**config.mk**
```make
export PLATFORM = sky130hd
export DESIGN_NAME = apb_cmd_master
export DESIGN_NICKNAME = d
export VERILOG_FILES = /design/src/rtl/apb_cmd_master.sv
export SDC_FILE = /design/constraint.sdc
export NUM_CORES = 1
export LEC_CHECK = 0
export CAP_MARGIN = 20
export CELL_PAD_IN_SITES_DETAIL_PLACEMENT = 0
export CELL_PAD_IN_SITES_GLOBAL_PLACEMENT = 1
export CORE_MARGIN = 4
export CORE_UTILIZATION = 23
export CTS_CLUSTER_SIZE = 24
export DETAILED_ROUTE_END_ITERATION = 8
export MAX_ROUTING_LAYER = met4
export PLACE_DENSITY = 0.61
export SLEW_MARGIN = 20
export SYNTH_ARGS = -nofsm -noshare
export SYNTH_HDL_FRONTEND = slang
export SYNTH_SLANG_ARGS = --single-unit
```
**constraint.sdc**
```tcl
create_clock -name pclk -period 1.9 [get_ports pclk]
set_input_delay 0.285 -clock pclk [delete_from_list [all_inputs] [get_ports pclk]]
set_output_delay 0.285 -clock pclk [all_outputs]
set_load 0.01 [all_outputs]
```
**src/rtl/apb_cmd_master.sv**
```systemverilog
// Single-outstanding APB3 master: valid/ready command in, valid/ready response out.
// Adds an access-phase timeout and rejects misaligned addresses without touching the bus.
module apb_cmd_master #(
   parameter int unsigned ADDR_W  = 32,
   parameter int unsigned DATA_W  = 32,
   parameter int unsigned TIMEOUT = 16
) (
   input  logic              pclk,
   input  logic              presetn,
   input  logic              cmd_valid,
   output logic              cmd_ready,
   input  logic              cmd_write,
   input  logic [ADDR_W-1:0] cmd_addr,
   input  logic [DATA_W-1:0] cmd_wdata,
   output logic              rsp_valid,
   input  logic              rsp_ready,
   output logic [DATA_W-1:0] rsp_rdata,
   output logic              rsp_err,
   output logic              rsp_timeout,
   output logic              psel,
   output logic              penable,
   output logic              pwrite,
   output logic [ADDR_W-1:0] paddr,
   output logic [DATA_W-1:0] pwdata,
   input  logic [DATA_W-1:0] prdata,
   input  logic              pready,
   input  logic              pslverr
);

   localparam int unsigned CntW = (TIMEOUT > 1) ? $clog2(TIMEOUT) : 1;

   typedef enum logic [1:0] {StIdle, StSetup, StAccess, StResp} state_e;

   state_e            state_q, state_d;
   logic              pwrite_q, pwrite_d;
   logic [ADDR_W-1:0] paddr_q, paddr_d;
   logic [DATA_W-1:0] pwdata_q, pwdata_d;
   logic [DATA_W-1:0] rsp_rdata_q, rsp_rdata_d;
   logic              rsp_err_q, rsp_err_d;
   logic              rsp_timeout_q, rsp_timeout_d;
   logic [CntW-1:0]   cnt_q, cnt_d;

   always_comb begin
      state_d       = state_q;
      pwrite_d      = pwrite_q;
      paddr_d       = paddr_q;
      pwdata_d      = pwdata_q;
      rsp_rdata_d   = rsp_rdata_q;
      rsp_err_d     = rsp_err_q;
      rsp_timeout_d = rsp_timeout_q;
      cnt_d         = cnt_q;
      case (state_q)
         StIdle: begin
            if (cmd_valid) begin
               pwrite_d = cmd_write;
               paddr_d  = cmd_addr;
               pwdata_d = cmd_wdata;
               cnt_d    = '0;
               if (cmd_addr[1:0] != 2'b00) begin
                  rsp_err_d     = 1'b1;
                  rsp_timeout_d = 1'b0;
                  rsp_rdata_d   = '0;
                  state_d       = StResp;
               end else begin
                  state_d = StSetup;
               end
            end
         end
         StSetup: begin
            cnt_d   = '0;
            state_d = StAccess;
         end
         StAccess: begin
            // pready has priority over an expiring wait counter on the same edge
            if (pready) begin
               rsp_rdata_d   = pwrite_q ? '0 : prdata;
               rsp_err_d     = pslverr;
               rsp_timeout_d = 1'b0;
               state_d       = StResp;
            end else if (cnt_q == CntW'(TIMEOUT - 1)) begin
               rsp_rdata_d   = '0;
               rsp_err_d     = 1'b1;
               rsp_timeout_d = 1'b1;
               state_d       = StResp;
            end else begin
               cnt_d = cnt_q + CntW'(1);
            end
         end
         StResp: begin
            if (rsp_ready) begin
               state_d = StIdle;
            end
         end
         default: state_d = StIdle;
      endcase
   end

   always_ff @(posedge pclk or negedge presetn) begin
      if (!presetn) begin
         state_q       <= StIdle;
         pwrite_q      <= 1'b0;
         paddr_q       <= '0;
         pwdata_q      <= '0;
         rsp_rdata_q   <= '0;
         rsp_err_q     <= 1'b0;
         rsp_timeout_q <= 1'b0;
         cnt_q         <= '0;
      end else begin
         state_q       <= state_d;
         pwrite_q      <= pwrite_d;
         paddr_q       <= paddr_d;
         pwdata_q      <= pwdata_d;
         rsp_rdata_q   <= rsp_rdata_d;
         rsp_err_q     <= rsp_err_d;
         rsp_timeout_q <= rsp_timeout_d;
         cnt_q         <= cnt_d;
      end
   end

   // Bus strobes decode straight from the state flop so reset releases them asynchronously
   assign cmd_ready   = (state_q == StIdle) && presetn;
   assign psel        = (state_q == StSetup) || (state_q == StAccess);
   assign penable     = (state_q == StAccess);
   assign rsp_valid   = (state_q == StResp);
   assign pwrite      = pwrite_q;
   assign paddr       = paddr_q;
   assign pwdata      = pwdata_q;
   assign rsp_rdata   = rsp_rdata_q;
   assign rsp_err     = rsp_err_q;
   assign rsp_timeout = rsp_timeout_q;

endmodule

```
==> results.yml, run 1 <==
logic_synthesis:
  syn_inst: 334
  ys_seq_elements: 105
  yosys.area.top_type: "dfrtp_1"
  yosys.area.top_type_share_pct: 59.1
  yosys_warnings: 0
  synth_area_leaders: "dfrtp_1, mux2_1, mux2i_1, inv_1, nand2_1"
  seq_area_frac_synth_pct: 59.1
  synth_area_mm2: 0.00445
  syn_avg_cell_area_um2: 13.3
  syn_nets: 443
  synth_cell_types: 34
detailed_routing:
  avgViaCountPerCell: 4.02
  dr_total_vias: 3287
  drc: 0
  wl_um: 12900
  first_pass_iters: 4
  dr.first_iter.drc_count: 110
  wl_per_cell_um: 15.7
  ant_nets: 0
die:
  row_count: 50
  die_w_um: 147
  start_util_pct: 23.5
  io_pins: 206
  fp.dieArea_mm2: 0.0216
  core_mm2: 0.0189
  die_h_um: 147
layout:
  drive_above_1_share_pct: 8.24
  nets: 662
  diodes: 0
  syn2layout_area_growth_pct: 62.7
  fillers: 1846
  finish.utilization_pct: 38.3
pwr:
  ir_drop_uv: 632
  power.density_mw_per_mm2: 1530
  p_leak_nw: 3.00
placed_design:
  io_buffers: 205
  gp_congestion: 0.727
  hpwl_um: 9640
  post-place-ws_ns: -0.0231
setup_path:
  cp_slowest_stage_delay_ns: 0.40
  crit_slowest_cell: "dfrtp_1"
  worst_setup_path_end_kind: "flop"
  cp_data_arrival_time_ns: 2.03
  crit_required_ns: 2.17
  path_class: "reg2reg"
  cp_max_fo: 16
  path_cells: "buf_4, ha_1, nor2b_4, a22oi_4, clkbuf_16, mux2i_1"
  startpoint_type: "flop"
sta:
  whs_ns: 0.104
  tightest_slew_ns: 0.761
  skew_ns: 0.0106
  period_needed_ns: 1.77
  setup_viol: 0
  fin_crit_sh_pct: 92.9
  slew_violations: 0
  rsz0062_at_grt: "false"
  timing_hold_violations_final: 0
  postLayoutSetupSlackWorst_ns: 0.134
  slew_headroom_pct: 49.3
  fmax_mhz: 566
cts:
  postCtsHoldBufs: 0
  path_clk_slew_ns: 0.07
  clockBufferDepth: 2
  clock_sinks: 105
  tritoncts: "yes"
  htree_num_levels: 3
  cts_inserted_buffers: 9
  insertion_delay_ns: 0.35
  clock-root-buffer: "clkbuf_16"
global_routing:
  grt_usage_pct: 12.1
  grt_pass1_wl_um: 20300
  grt_overflow: 0
  grt_max_degree: 59
  grt_pass1_vias: 3673
  antenna_found_initial: 0
min_path:
  worstHoldPathType: "in2async"
job:
  maxCapViolCount: 0
status:
  status: "completed"
[synth_stat cells]
cell and number:
clkbuf_1 1, a2bb2oi_1 1, buf_12 3, and3_2 1, and3b_1 1, a221oi_2 1
mux2i_1 32, nor2_1 4, nand4b_1 1, inv_1 35, nand2b_4 1, a21o_1 1
a31oi_1 1, nand2_1 35, dfrtp_1 105, a22oi_4 1, nand3_1 4, o211ai_2 1
nor3_1 1, nand3_4 1, buf_2 11, o32a_1 1, a21oi_1 4, o21ai_0 4
nor2b_4 1, nand3b_1 1, nand2b_1 2, and2_1 2, nor2b_1 1, ha_1 6
o22ai_1 1, mux2_1 66, o22a_1 1, o211ai_1 2
[through the flow]
stage | TNS, ns | cells | total power, W | instance area, µm²
after floorplan | 0 | 334 | 0.00626 | 4450
after global placement | 0 | 800 | 0.00913 | 6890
after detailed placement | -0.353 | 800 | 0.00923 | 6890
after CTS | 0 | 817 | 0.0113 | 7210
after global routing | 0 | 818 | 0.0118 | 7240
final | 0 | 818 | 0.0111 | 7240
[power breakdown]
part | internal, W | total, W | switching [W]
clock network | 0.00106 | 0.00191 | 0.000846
registers | 0.00325 | 0.00380 | 0.000550
logic | 0.00313 | 0.00539 | 0.00226
total | 0.00745 | 0.0111 | 0.00366
[layout make-up]
cell class / count / area, µm² / share of cell area (%)
inverter: 35 / 131 / 1.82
clock buffer: 10 / 239 / 3.30
tap: 260 / 325 / 4.50
multi-input combinational: 179 / 1590 / 21.9
clock inverter: 6 / 66.3 / 0.916
sequential: 105 / 2630 / 36.3
timing repair buffer: 223 / 2260 / 31.2
[worst paths after layout]
check	start	endpoint	slack [ns]	cells after the start
max	state_q[1]	rsp_rdata[0]	0.13	6
min	presetn	paddr[10]	0.10	2
max reg2reg	state_q[1]	rsp_rdata[0]	0.13	6
min reg2reg	paddr[0]	paddr[0]	0.49	1
max in group asynchronous	presetn	rsp_timeout	1.24	2
min in group pclk	prdata[12]	rsp_rdata[12]	0.49	3
[metal layers]
metal  global-route usage [%]  vias to the layer above  part of all wire (%)
li1                         -                     1549                     -
met2                     19.8                      132                    48
met5                        -                        -                     0
met3                     4.41                       10                   8.4
met4                     3.36                        0                  0.79
met1                     14.1                     1596                    42
[what timing repair did]
item,in CTS,in global routing
pin swaps,0,1
cloned,0,1
gates resized for setup,8,0
setup endpoints to repair,76,1
buffers inserted,1,0
[logic make-up after synthesis]
| group | after synthesis | share of synthesized area (%) |
|---|---|---|
| adders and majority gates | 6 | 1.69 |
| DFF | 105 | 59.1 |
| and+or+nand+nor | 56 | 6.30 |
| AOI/OAI and AO/OA | 19 | 3.40 |
| buffers and inverters | 50 | 5.63 |
| muxes | 98 | 23.9 |
[flip-flops by register name (all words and copies together), names as in the netlist]
name and count:
rsp_timeout 1, rsp_err 1, paddr 32, state_q 2
cnt_q 4, rsp_rdata 32, pwdata 32, pwrite 1
[critical path, delay by kind of cell, from the launching register on]
family / cells / cell delay (ns)
AND/OR/NAND/NOR: 1 / 0.17
buffers and inverters: 2 / 0.41
adder cells (fa/ha/maj): 1 / 0.23
AO/OA/AOI/OAI: 1 / 0.27
flip-flops: 1 / 0.40
multiplexers: 1 / 0.20
[cells in the final DEF, fill, tap and decap left out, types with 2 or more instances in the layout]
cell / netlist / final
clkdlybuf4s50_1: 0 / 200
dfrtp_1: 105 / 105
mux2_1: 66 / 66
inv_1: 35 / 34
nand2_1: 35 / 34
mux2i_1: 32 / 32
buf_4: 0 / 13
clkbuf_16: 0 / 10
buf_12: 3 / 5
nor2_1: 4 / 4
o21ai_0: 4 / 4
a21oi_1: 4 / 4
nand3_1: 4 / 4
ha_1: 6 / 4
dlygate4sd2_1: 0 / 4
and2_1: 2 / 2
nand2b_1: 2 / 2
o211ai_1: 2 / 2
clkinv_2: 0 / 2
clkinv_4: 0 / 2
Note: power is estimated with default switching activity, not from simulation.
==> inputs of run 2 (changes only) <==
--- a/config.mk
+++ b/config.mk
@@ -12,6 +12,7 @@
 export CORE_UTILIZATION = 23
 export CTS_CLUSTER_SIZE = 24
 export DETAILED_ROUTE_END_ITERATION = 8
+export HOLD_SLACK_MARGIN = 0.08
 export MAX_ROUTING_LAYER = met4
 export PLACE_DENSITY = 0.61
 export SLEW_MARGIN = 20
==> results of run 2 <==
Same layout as run 1: the final DEF is identical, and so are final timing and power.
